File: src/rtl/sevenseg_scan_decoder.sv
// sevenseg_scan_decoder
// Receive side of the seven-segment display path. Samples the multiplexed
// active-low segment bus and digit enables, waits for a digit slot to settle,
// then decodes the glyph back into its 4-bit hex value.
// Optional error counter: define SEVENSEG_ERR_CNT_EN to add err_clr/err_count.
`timescale 1ns/1ps
module sevenseg_scan_decoder #(
    parameter int N_DIGITS      = 4,
    parameter int STABLE_CYCLES = 4
) (
    input  logic                  clk,
    input  logic                  reset,
    input  logic [6:0]            seg_n,
    input  logic [N_DIGITS-1:0]   an_n,
    output logic [4*N_DIGITS-1:0] digits,
    output logic [N_DIGITS-1:0]   digit_valid,
    output logic [N_DIGITS-1:0]   digit_blank,
    output logic                  capture,
    output logic [2:0]            capture_idx,
    output logic                  frame_done,
    output logic                  pattern_err
`ifdef SEVENSEG_ERR_CNT_EN
    ,
    input  logic                  err_clr,
    output logic [7:0]            err_count
`endif
);

    typedef enum logic [1:0] {
        IDLE   = 2'd0,
        SETTLE = 2'd1,
        HELD   = 2'd2
    } state_t;

    localparam logic [7:0] STABLE_CNT = 8'(STABLE_CYCLES);

    state_t                  state_q;
    logic [7:0]              cnt_q;
    logic [6:0]              sSeg_q;
    logic [N_DIGITS-1:0]     sAn_q;
    logic [6:0]              prevSeg_q;
    logic [N_DIGITS-1:0]     prevAn_q;
    logic [N_DIGITS-1:0]     seen_q;
    logic [4*N_DIGITS-1:0]   digits_q;
    logic [N_DIGITS-1:0]     digitValid_q;
    logic [N_DIGITS-1:0]     digitBlank_q;
    logic                    capture_q;
    logic [2:0]              captureIdx_q;
    logic                    frameDone_q;
    logic                    patternErr_q;

    logic [N_DIGITS-1:0]     anOn;
    logic [3:0]              onesCount;
    logic [2:0]              slotIdx;
    logic                    isOneHot;
    logic                    sameSample;
    logic [6:0]              segOn;
    logic [3:0]              glyphVal;
    logic                    glyphLegal;
    logic                    glyphBlank;
    logic                    glyphIllegal;
    logic                    captureNow;
    logic [N_DIGITS-1:0]     seen_d;

    assign anOn         = ~sAn_q;
    assign segOn        = ~sSeg_q;
    assign isOneHot     = (onesCount == 4'd1);
    assign sameSample   = ({sSeg_q, sAn_q} == {prevSeg_q, prevAn_q});
    assign glyphIllegal = !glyphLegal && !glyphBlank;
    assign captureNow   = (state_q == SETTLE) && sameSample && (cnt_q == STABLE_CNT);
    assign seen_d       = seen_q | anOn;

    // Register the raw bus once, and keep the previous sample for change detection
    always_ff @(posedge clk) begin
        if (reset) begin
            sSeg_q    <= '1;
            sAn_q     <= '1;
            prevSeg_q <= '1;
            prevAn_q  <= '1;
        end else begin
            sSeg_q    <= seg_n;
            sAn_q     <= an_n;
            prevSeg_q <= sSeg_q;
            prevAn_q  <= sAn_q;
        end
    end

    // Count enabled digits and find which slot is selected when exactly one is
    always_comb begin
        onesCount = 4'd0;
        slotIdx   = 3'd0;
        for (int i = 0; i < N_DIGITS; i++) begin
            if (anOn[i]) begin
                onesCount = onesCount + 4'd1;
                slotIdx   = 3'(i);
            end
        end
    end

    // Map a lit-segment pattern {a..g} back to its hex value
    always_comb begin
        glyphVal   = 4'h0;
        glyphLegal = 1'b1;
        glyphBlank = 1'b0;
        case (segOn)
            7'b1111110: glyphVal = 4'h0;
            7'b0110000: glyphVal = 4'h1;
            7'b1101101: glyphVal = 4'h2;
            7'b1111001: glyphVal = 4'h3;
            7'b0110011: glyphVal = 4'h4;
            7'b1011011: glyphVal = 4'h5;
            7'b1011111: glyphVal = 4'h6;
            7'b1110000: glyphVal = 4'h7;
            7'b1111111: glyphVal = 4'h8;
            7'b1111011: glyphVal = 4'h9;
            7'b1110111: glyphVal = 4'hA;
            7'b0011111: glyphVal = 4'hB;
            7'b1001110: glyphVal = 4'hC;
            7'b0111101: glyphVal = 4'hD;
            7'b1001111: glyphVal = 4'hE;
            7'b1000111: glyphVal = 4'hF;
            7'b0000000: begin
                glyphLegal = 1'b0;
                glyphBlank = 1'b1;
            end
            default:    glyphLegal = 1'b0;
        endcase
    end

    // Settle FSM; a slot is captured once its sample has stayed identical long enough
    always_ff @(posedge clk) begin
        if (reset) begin
            state_q      <= IDLE;
            cnt_q        <= 8'd0;
            seen_q       <= '0;
            digits_q     <= '0;
            digitValid_q <= '0;
            digitBlank_q <= '0;
            capture_q    <= 1'b0;
            captureIdx_q <= 3'd0;
            frameDone_q  <= 1'b0;
            patternErr_q <= 1'b0;
        end else begin
            capture_q    <= 1'b0;
            frameDone_q  <= 1'b0;
            patternErr_q <= 1'b0;
            case (state_q)
                IDLE: begin
                    if (isOneHot) begin
                        state_q <= SETTLE;
                        cnt_q   <= 8'd1;
                    end
                end
                SETTLE: begin
                    if (!sameSample) begin
                        if (isOneHot) begin
                            cnt_q <= 8'd1;
                        end else begin
                            state_q <= IDLE;
                        end
                    end else if (captureNow) begin
                        state_q      <= HELD;
                        capture_q    <= 1'b1;
                        captureIdx_q <= slotIdx;
                        patternErr_q <= glyphIllegal;
                        for (int i = 0; i < N_DIGITS; i++) begin
                            if (anOn[i]) begin
                                if (glyphLegal) begin
                                    digits_q[4*i +: 4] <= glyphVal;
                                    digitValid_q[i]    <= 1'b1;
                                    digitBlank_q[i]    <= 1'b0;
                                end else if (glyphBlank) begin
                                    digits_q[4*i +: 4] <= 4'h0;
                                    digitValid_q[i]    <= 1'b0;
                                    digitBlank_q[i]    <= 1'b1;
                                end else begin
                                    digitValid_q[i]    <= 1'b0;
                                    digitBlank_q[i]    <= 1'b0;
                                end
                            end
                        end
                        if (&seen_d) begin
                            frameDone_q <= 1'b1;
                            seen_q      <= '0;
                        end else begin
                            seen_q      <= seen_d;
                        end
                    end else begin
                        cnt_q <= cnt_q + 8'd1;
                    end
                end
                HELD: begin
                    if (!sameSample) begin
                        if (isOneHot) begin
                            state_q <= SETTLE;
                            cnt_q   <= 8'd1;
                        end else begin
                            state_q <= IDLE;
                        end
                    end
                end
                default: state_q <= IDLE;
            endcase
        end
    end

`ifdef SEVENSEG_ERR_CNT_EN
    logic [7:0] errCount_q;

    // Saturating count of illegal-glyph captures; a clear coinciding with an error leaves 1
    always_ff @(posedge clk) begin
        if (reset) begin
            errCount_q <= 8'd0;
        end else if (err_clr) begin
            errCount_q <= (captureNow && glyphIllegal) ? 8'd1 : 8'd0;
        end else if (captureNow && glyphIllegal && (errCount_q != 8'hFF)) begin
            errCount_q <= errCount_q + 8'd1;
        end
    end

    assign err_count = errCount_q;
`endif

    assign digits      = digits_q;
    assign digit_valid = digitValid_q;
    assign digit_blank = digitBlank_q;
    assign capture     = capture_q;
    assign capture_idx = captureIdx_q;
    assign frame_done  = frameDone_q;
    assign pattern_err = patternErr_q;

endmodule

File: config.mk
export PLATFORM = sky130hd
export DESIGN_NAME = sevenseg_scan_decoder
export DESIGN_NICKNAME = d
export VERILOG_FILES = /design/src/rtl/sevenseg_scan_decoder.sv
export SDC_FILE = /design/constraint.sdc
export NUM_CORES = 1
export LEC_CHECK = 0
export ABC_AREA = 1
export CAP_MARGIN = 10
export CORE_MARGIN = 3
export CORE_UTILIZATION = 30
export DETAILED_ROUTE_END_ITERATION = 8
export PLACE_DENSITY_LB_ADDON = 0.15
export SLEW_MARGIN = 20
export SYNTH_ARGS = -nofsm -noshare
export SYNTH_HDL_FRONTEND = slang
export SYNTH_SLANG_ARGS = --single-unit
File: constraint.sdc
create_clock -name clk -period 2.8 [get_ports clk]
set_input_delay 0.56 -clock clk [delete_from_list [all_inputs] [get_ports clk]]
set_output_delay 0.56 -clock clk [all_outputs]
set_load 0.03 [all_outputs]
==> results of run 1 <==
==> power breakdown <==
part	leakage (nW)	total (mW)	internal, mW	switching, mW
clock	0.104	0.895	0.519	0.376
sequential	0.529	0.987	0.952	0.0352
combinational	1.15	0.245	0.0923	0.153
total	1.79	2.13	1.56	0.563
==> synth_stat cells, types with 3 or more instances <==
| library cell | n |
|---|---|
| or2_2 | 15 |
| clkbuf_1 | 4 |
| dfxtp_1 | 65 |
| xor2_1 | 3 |
| a21oi_1 | 30 |
| xnor2_1 | 6 |
| nor2_1 | 81 |
| buf_2 | 3 |
| nor2_2 | 5 |
| o21ai_0 | 8 |
| buf_6 | 4 |
| nand4_1 | 10 |
| nor2_4 | 3 |
| nand3_1 | 50 |
| inv_1 | 47 |
| nand2_1 | 108 |
| buf_4 | 6 |
| nor3_1 | 8 |
| ha_1 | 5 |
==> cell type report <==
type / instances / area (sq um) / share of cell area
Multi-Input combinational cell: 346 / 1720 / 0.425
Sequential cell: 65 / 1300 / 0.322
Timing Repair Buffer: 47 / 455 / 0.112
Inverter: 49 / 184 / 0.0454
Tap cell: 136 / 170 / 0.0420
Clock buffer: 10 / 138 / 0.0340
Clock inverter: 5 / 80.1 / 0.0198
==> logic make-up after synthesis <==
group                      after synthesis
AOI/OAI and AO/OA                       44
xor gates and xnor gates                11
adders and majority gates                5
buffers and inverters                   68
DFF                                     65
other                                    1
and+or+nand+nor                        285
==> state kept, by name, indices dropped and copies added, names as in the netlist <==
| register | flops |
|---|---|
| sAn_q | 4 |
| digit_blank | 4 |
| capture | 1 |
| seen_q | 4 |
| pattern_err | 1 |
| prevSeg_q | 7 |
| digit_valid | 4 |
| frame_done | 1 |
| digits | 16 |
| capture_idx | 2 |
| sSeg_q | 7 |
| state_q | 2 |
| cnt_q | 8 |
| prevAn_q | 4 |
==> routing by layer <==
layer | vias to the layer above | wire [um] | global-route usage
met2 | 44 | 3900 | 0.233
li1 | 1590 | - | -
met4 | 0 | 61 | 0.0333
met3 | 5 | 272 | 0.0404
met1 | 1397 | 4010 | 0.181
met5 | - | 0 | 0
==> critical path, cell delays in order, from the launching register on <==
cell and delay [ns]:
dfxtp_1 0.42, inv_2 0.09, ha_1 0.37, xnor2_2 0.17, ha_1 0.30, or2_2 0.27, nor2_1 0.17, o21ai_2 0.17
o21ai_4 0.25, nor2_1 0.08, nor2_1 0.10, nor2_1 0.05
==> worst min path at each step <==
stage                     startpoint    endpoint  cells past startpoint
after floorplan            seen_q[1]   seen_q[1]                      2
final                     digits[14]  digits[14]                      2
after global placement    digits[14]  digits[14]                      2
after global routing       seen_q[1]   seen_q[1]                      2
after CTS                 digits[14]  digits[14]                      2
after detailed placement  digits[14]  digits[14]                      2
==> per-stage QoR <==
stage	setup slack [ns]	hold WS, ns	cell area (sq um)
after CTS	0.0668	0.474	4030
after global routing	0.0130	0.494	4050
after global placement	0.191	0.452	3810
after detailed placement	0.0753	0.458	3810
final	0.258	0.465	4050
after floorplan	0.450	0.435	3310
==> placed cells by master (no fill, tap or decap), types with 2 or more instances in the layout <==
cell / netlist / layout
bufinv_16: 0 / 2
dfxtp_1: 65 / 64
buf_4: 6 / 6
nor2_4: 3 / 3
inv_2: 2 / 2
a21oi_1: 30 / 30
or2_2: 15 / 15
clkdlybuf4s50_1: 0 / 41
clkinvlp_4: 0 / 2
xnor2_2: 2 / 3
nor3_1: 8 / 8
o21ai_0: 8 / 8
xnor2_1: 6 / 5
ha_1: 5 / 5
nand2_1: 108 / 108
inv_1: 47 / 47
nor2_1: 81 / 81
nor2_2: 5 / 5
nand3_1: 50 / 50
nand4_1: 10 / 10
clkbuf_8: 0 / 10
xor2_1: 3 / 3
==> what timing repair did <==
action / CTS / global route
setup buffers: 0 / 0
hold endpoints to repair: 0 / 0
gates resized for setup: 0 / 4
setup endpoints to repair: 0 / 7
==> flow_summary.ini, run 1 <==
[clocking]
cts_buffer_depth = 2
clock-sinks = 65
clock_latency_ns = 0.34
cts_tree = yes
cts.clk_slew.worst_paths_ns = 0.07
ctsHoldBuffers = 0
cts_made_buffers = 9
h-tree-depth = 3
clockRootBuffer = clkbuf_8

[synthesis]
ys_seq_area_frac = 0.393
yosysTopAreaCell = dfxtp_1
synth_fp_nets = 497
syn_area_sq_um = 3310
ys_warn_count = 0
synth_cells = 479
synthMuxAreaShare = 0
ys_seq_elements = 65
synth_fa_ha_area_frac = 0.0189
synth_compound_area_frac = 0.0717
synth_edf_count = 0
synth-xor-area-share = 0.0336
avgSynthCellArea_sq_um = 6.92
synth_top_area_frac = 0.393
synth_simple_gate_area_share = 0.388
synthArstFlopShare = 0
synth_top_family_by_area = simple AND/OR/NAND/NOR gates
synth_flop_cell = dfxtp_1
synth_area_leaders = dfxtp_1 39%, nand2_1 12%, nor2_1 9.2%, nand3_1 7.6%, inv_1 5.3%
ys_types = 34

[layout]
finalNonFillerCells = 658
fillers = 1121
num-nets-final = 536
syn_to_final_growth_pct = 22.2
drive_gt1_frac = 0.109
antenna_cells = 0
final_core_util = 0.384

[placed_design]
dp_hpwl_um = 6080
placedCellCount = 643
place_congestion = 0.849
io_buffers = 41

[timing]
finClkSkew_ns = 0.0106
max_freq_mhz = 393
setup_viol = 0
period_needed_ns = 2.54
hold_viol_final = 0
grt_setup_unrepaired = no
worst_pin_slew_ns = 0.527
setup_tns_ns = 0
finalMaxSlewViolations = 0
finalCritPeriodShare = 0.908
relSlewSlack = 0.648

[floorplan]
pin_count = 43
die_area_sq_um = 12300
die_x_um = 111
coreArea_sq_um = 10600
start_util = 0.314
row_count = 37
die_h_um = 111

[hold_path]
min_path_type = reg2reg

[route]
drcViolationCount = 0
drt.antenna.violating_nets = 0
drt-pass1-iter-count = 4
vias_per_cell = 4.61
drt_iter0_markers = 132
vias = 3036
routedWlPerCell_um = 12.5
wl_um = 8240

[power_and_ir_drop]
vdd_drop_max_mv = 0.238
leakage_nw = 1.79
powerDensity_nw_per_um2 = 525
power.total_mw = 2.13

[grt]
grt_max_degree = 27
overflow = 0
first_global_vias = 2968
grt_antenna_before_repair = 0
grt.total_usage = 0.140
grt_pass1_wl_um = 14200

[setup_path]
worstSetupEndpointType = flop
critPathLaunch = sAn_q[0]
regToRegSetupSlack_ns = 0.26
worstReg2RegEnd = cnt_q[5]
critPathArrivalTime_ns = 2.78
reg2reg_depth = 11
required_ns = 3.04
crit_end = cnt_q[5]
critPathLaunchType = flop
crit_fanout = 9
rr_startpoint = sAn_q[0]
path_class = reg2reg

[job]
cap_violations = 0

[run_status]
outcome = finished, final reports clean
No activity file was read; power rests on OpenSTA's default activity.
==> run 2: changes to the inputs <==
- ABC_AREA: 1 -> not set
- SETUP_SLACK_MARGIN: not set -> 0.15
==> run 2 against run 1 <==
Compared with the run above:
- fmax decreased by 2.9%
- cell area increased by 3.9%
- sequential share of layout area decreased by 1.1 points
- non-clock buffer count increased by 22
- sequential cell count unchanged
- clock power decreased by 13%
- worst hold slack improved by 0.0060 ns
- clock skew decreased by 0.0010 ns
- critical path type unchanged
- global-route usage increased by 1.4 points
- highest routed layer unchanged
- die area about the same
- via count decreased by 2.4%
==> flow_summary.ini, run 2 <==
[placed_design]
place_congestion = 0.817
io_buffers = 41
placedCellCount = 537
dp_hpwl_um = 6580

[synthesis]
synth_fp_nets = 377
synth_cells = 359
synth_area_leaders = dfxtp_1 39%, or2_2 3.4%, xnor2_1 3.2%, nand3_1 3.0%, inv_1 2.4%
yosysMostFrequentCell = dfxtp_1
synth_edf_count = 0
avgSynthCellArea_sq_um = 9.24
synthArstFlopShare = 0
ys_warn_count = 0
synth_flop_cell = dfxtp_1
syn_area_sq_um = 3320
ys_seq_elements = 65
synth_commonest_cells = 65 x dfxtp_1, 21 x inv_1, 20 x nand3_1
ys_seq_area_frac = 0.392
ys_types = 73
yosysTopAreaCell = dfxtp_1
synth_top_area_frac = 0.392

[timing]
worst_pin_slew_ns = 0.763
finalMaxSlewViolations = 0
finClkSkew_ns = 0.00956
hold_viol_final = 0
timing.hold.ws_ns = 0.471
grt_setup_unrepaired = yes
setup_tns_ns = 0
setup_viol = 0
period_needed_ns = 2.62
max_freq_mhz = 382
relSlewSlack = 0.487
finalCritPeriodShare = 0.935

[route]
vias_per_cell = 5.34
drt.antenna.violating_nets = 0
wl_um = 9350
drcViolationCount = 0
vias = 2963
drt_iter0_markers = 177
drt-pass1-iter-count = 4
routedWlPerCell_um = 16.8

[hold_path]
hold_depth = 2
min-delay-start = digits[6]
min_path_type = reg2reg

[layout]
syn_to_final_growth_pct = 26.9
largest_register_ffs = 16
layout_common_cells = 63 x dfxtp_1, 41 x clkdlybuf4s50_1, 28 x buf_4, 20 x inv_1, 20 x nand3_1
antenna_cells = 0
final_common_cell = dfxtp_1
num-nets-final = 432
fillers = 1043
drive_gt1_frac = 0.212
finalNonFillerCells = 555
multi_input_area_sq_um = 1830
seqCellArea_sq_um = 1310

[run_status]
outcome = finished, final reports clean

[clocking]
cts_made_buffers = 9
clock-sinks = 65
clock_latency_ns = 0.35
clockRootBuffer = clkbuf_8
cts.clk_slew.worst_paths_ns = 0.08
cts_buffer_depth = 2
h-tree-depth = 3
cts_tree = yes

[grt]
grt_pass1_wl_um = 15400
first_global_vias = 2920
grt_antenna_before_repair = 0
grt.total_usage = 0.154
grt_max_degree = 27
overflow = 0

[floorplan]
coreArea_sq_um = 10600
row_count = 37
die_h_um = 111
die_x_um = 111
pin_count = 43
start_util = 0.314
die_area_sq_um = 12400

[setup_path]
rr_startpoint = sAn_q[0]
critPathLaunch = sAn_q[0]
crit_fanout = 6
reg2reg_depth = 9
critPathLaunchType = flop
required_ns = 3.04
worstSetupEndpointType = flop
critPathArrivalTime_ns = 2.86
path_class = reg2reg

[job]
cap_violations = 0

[power_and_ir_drop]
powerDensity_nw_per_um2 = 477
power.total_mw = 2.01
vdd_drop_max_mv = 0.206
leakage_nw = 1.50
[run 2: cell types whose count changed after synthesis, moves of 6 or more]
cell,before,now
xnor2_1,6,12
a221oi_1,0,7
a21oi_1,30,7
buf_2,3,11
inv_1,47,21
nand2_1,108,18
nand3_1,50,20
nor4_1,0,7
nor2_1,81,16
[run 2: worst paths after layout]
| check | end | slack [ns] |
|---|---|---|
| max | cnt_q[5] | 0.18 |
| min | digits[6] | 0.47 |
| max reg2reg | cnt_q[5] | 0.18 |
| min reg2reg | digits[6] | 0.47 |
[run 2: repair_timing]
| action | 4_1_cts | 5_1_grt |
|---|---|---|
| resized for setup | 6 | 0 |
| hold buffers | 0 | 0 |
| setup endpoints to repair | 4 | 4 |
| pin swaps | 6 | 3 |
| endpoints found under the hold margin | 0 | 0 |
| buffers inserted | 2 | 0 |
[run 2: cell families after synthesis]
| group | synth area share |
|---|---|
| AOI/OAI and AO/OA | 0.229 |
| xor gates and xnor gates | 0.0343 |
| adders and majority gates | 0.0189 |
| buffers and inverters | 0.0653 |
| DFF | 0.392 |
| muxes | 0.00604 |
| other | 0.00113 |
| and+or+nand+nor | 0.253 |
[run 2: worst max-delay path: stages, from the launching register on]
cell and delay, ns:
dfxtp_4 0.35, buf_4 0.16, ha_2 0.19, o21ai_1 0.15
ha_1 0.25, or4b_1 0.48, o22ai_2 0.25, nor2_4 0.07
o41ai_2 0.32, a2bb2o_2 0.29
[run 2: area by class of cell]
class                   instances  area share
clock buffers                  11      0.0363
clock inverters                 5     0.00922
inverters                      22      0.0208
multi-input cells             247       0.435
flip-flops and latches         65       0.311
well taps                     136      0.0404
repair buffers                 69       0.147
[run 2: layer usage]
layer  vias to the layer above  wire length, um  track usage
met3                         9              519       0.0420
met1                      1414             4470        0.209
met5                         -                0            0
met2                        88             4260        0.242
met4                         0               95       0.0406
li1                       1452                -            -
[run 2: stage by stage]
stage          worst slack [ns]  area (sq um)   util
2_1_floorplan             0.156          3330      -
3_3_place_gp              0.115          3970  0.376
3_5_place_dp             0.0181          3970  0.376
4_1_cts                   0.160          4210  0.399
5_1_grt                  0.0955          4210  0.399
6_report                  0.181          4210  0.399
[run 2: report_power, final]
part	leakage, nW	switching [mW]	internal, mW	total (mW)
combinational	0.889	0.144	0.117	0.261
clock	0.0829	0.401	0.377	0.778
sequential	0.530	0.0265	0.942	0.969
total	1.50	0.571	1.44	2.01
==> run 3: changes to the inputs <==
- CORE_UTILIZATION: 30 -> 25
- HOLD_SLACK_MARGIN: not set -> 0.12
- clock period: 2.8 -> 2.49 ns (I/O delays scaled with it)
==> run 3 against run 2 <==
Compared with the run above:
- the run now ends with setup timing left
- fmax is 4.0% higher
- sequential share of layout area fell by 3.4 points
- via count up 1.6%
- worst hold slack got worse by 0.0041 ns
- final cell count is 9.7% higher
- sequential power is 12% higher
==> flow_summary.ini, run 3 (synthesis results as in run 2) <==
[run_status]
outcome = finished, violations left
violations = setup timing

[timing]
grt_setup_unrepaired = yes
finClkSkew_ns = 0.00615
setup_viol = 3
finalCritPeriodShare = 1.01
max_freq_mhz = 397
worst_pin_slew_ns = 0.549
setup_slack_ns = -0.0274
finalMaxSlewViolations = 0
relSlewSlack = 0.624
setup_tns_ns = -0.0406
hold_viol_final = 0
period_needed_ns = 2.52

[grt]
grt_pass1_wl_um = 15900
grt_antenna_before_repair = 0
grt_max_degree = 43
first_global_vias = 2957
overflow = 0
grt.total_usage = 0.137

[setup_path]
path_class = reg2reg
crit_fanout = 4
critPathArrivalTime_ns = 2.72
required_ns = 2.70
worstSetupEndpointType = flop
critPathLaunchType = flop

[placed_design]
place_congestion = 0.816
place_area_sq_um = 4130
placedCellCount = 581
dp_hpwl_um = 6810
io_buffers = 41

[route]
drcViolationCount = 0
vias = 3011
vias_per_cell = 4.94
routedWlPerCell_um = 16.4
drt-pass1-iter-count = 4
wl_um = 10000
drt_iter0_markers = 154
drt.antenna.violating_nets = 0

[clocking]
cts_buffer_depth = 2
cts.clk_slew.worst_paths_ns = 0.06
cts_tree = yes
clockRootBuffer = clkbuf_16
ctsHoldBuffers = 0
cts_made_buffers = 9
clock_latency_ns = 0.33
h-tree-depth = 3
clock-sinks = 65

[layout]
finalNonFillerCells = 609
final_cell_area_sq_um = 4750
syn_to_final_growth_pct = 43.2
drive_gt1_frac = 0.300
num-nets-final = 450
final_core_util = 0.372
final_common_cell = dfxtp_1
antenna_cells = 0
layout_common_cells = 59 x dfxtp_1, 41 x clkdlybuf4s50_1, 40 x buf_4, 19 x inv_1, 19 x nand3_1
largest_register_ffs = 16

[job]
cap_violations = 0

[floorplan]
row_count = 41
pin_count = 43
die_area_sq_um = 14700
die_h_um = 121
die_x_um = 121
coreArea_sq_um = 12800
start_util = 0.260

[power_and_ir_drop]
powerDensity_nw_per_um2 = 584
power.total_mw = 2.77
leakage_nw = 1.72
vdd_drop_max_mv = 0.301

[hold_path]
min_path_type = reg2reg
[run 3: cell types whose count changed in the layout (fill, tap and decap cells not counted), moves of 3 or more]
cell	before	now
a221oi_1	7	3
a221oi_2	2	5
buf_4	28	40
buf_6	0	3
clkbuf_16	1	10
clkbuf_8	9	3
clkinvlp_4	4	1
dfxtp_1	63	59
dfxtp_2	0	4
o311ai_2	3	0
o311ai_4	0	3
[run 3: critical path: stages (launching register included)]
cell,delay [ns]
dfxtp_4,0.37
clkinv_4,0.06
ha_4,0.29
xnor2_4,0.13
ha_4,0.23
or4b_4,0.49
o22ai_4,0.18
nor2_2,0.09
buf_4,0.16
a221oi_1,0.29
o22ai_1,0.12
[run 3: stage by stage]
stage	hold WS [ns]	setup slack, ns
2_1_floorplan	0.441	-0.0630
6_report	0.467	-0.0274
5_1_grt	0.495	-0.132
4_1_cts	0.470	-0.0448
3_3_place_gp	0.448	-0.0801
3_5_place_dp	0.454	-0.126
[run 3: path summary, 6_finish.rpt]
path          endpoint  cells after the start  slack [ns]       from
max           cnt_q[2]                     10       -0.03   sAn_q[1]
min          seen_q[2]                      1        0.47  seen_q[2]
max reg2reg   cnt_q[2]                     10       -0.03   sAn_q[1]
min reg2reg  seen_q[2]                      1        0.47  seen_q[2]
[run 3: where the power goes]
part	switching, mW	internal (mW)
registers	0.0320	1.06
logic	0.184	0.168
clock network	0.473	0.856
[run 3: what timing repair did]
item / CTS / global route
setup buffers: 5 / 6
setup endpoints to repair: 14 / 25
gates cloned: 0 / 1
pin swaps: 9 / 9
resized for setup: 9 / 28
[run 3: cell type report]
cell class | instances | area [sq um]
Fill cell | 1318 | 8020
Clock buffer | 12 | 267
Multi-Input combinational cell | 247 | 2010
Clock inverter | 4 | 48.8
Tap cell | 172 | 215
Timing Repair Buffer | 87 | 810
Inverter | 22 | 90.1
Sequential cell | 65 | 1310
[run 3: routing by layer]
layer | GRT usage | wire length [um] | part of all wire | up-vias
met4 | 0.0427 | 154 | 0.015 | 0
met5 | 0 | 0 | 0 | -
met2 | 0.216 | 4690 | 0.47 | 58
met1 | 0.186 | 4780 | 0.48 | 1450
met3 | 0.0312 | 381 | 0.038 | 12
li1 | - | - | - | 1491
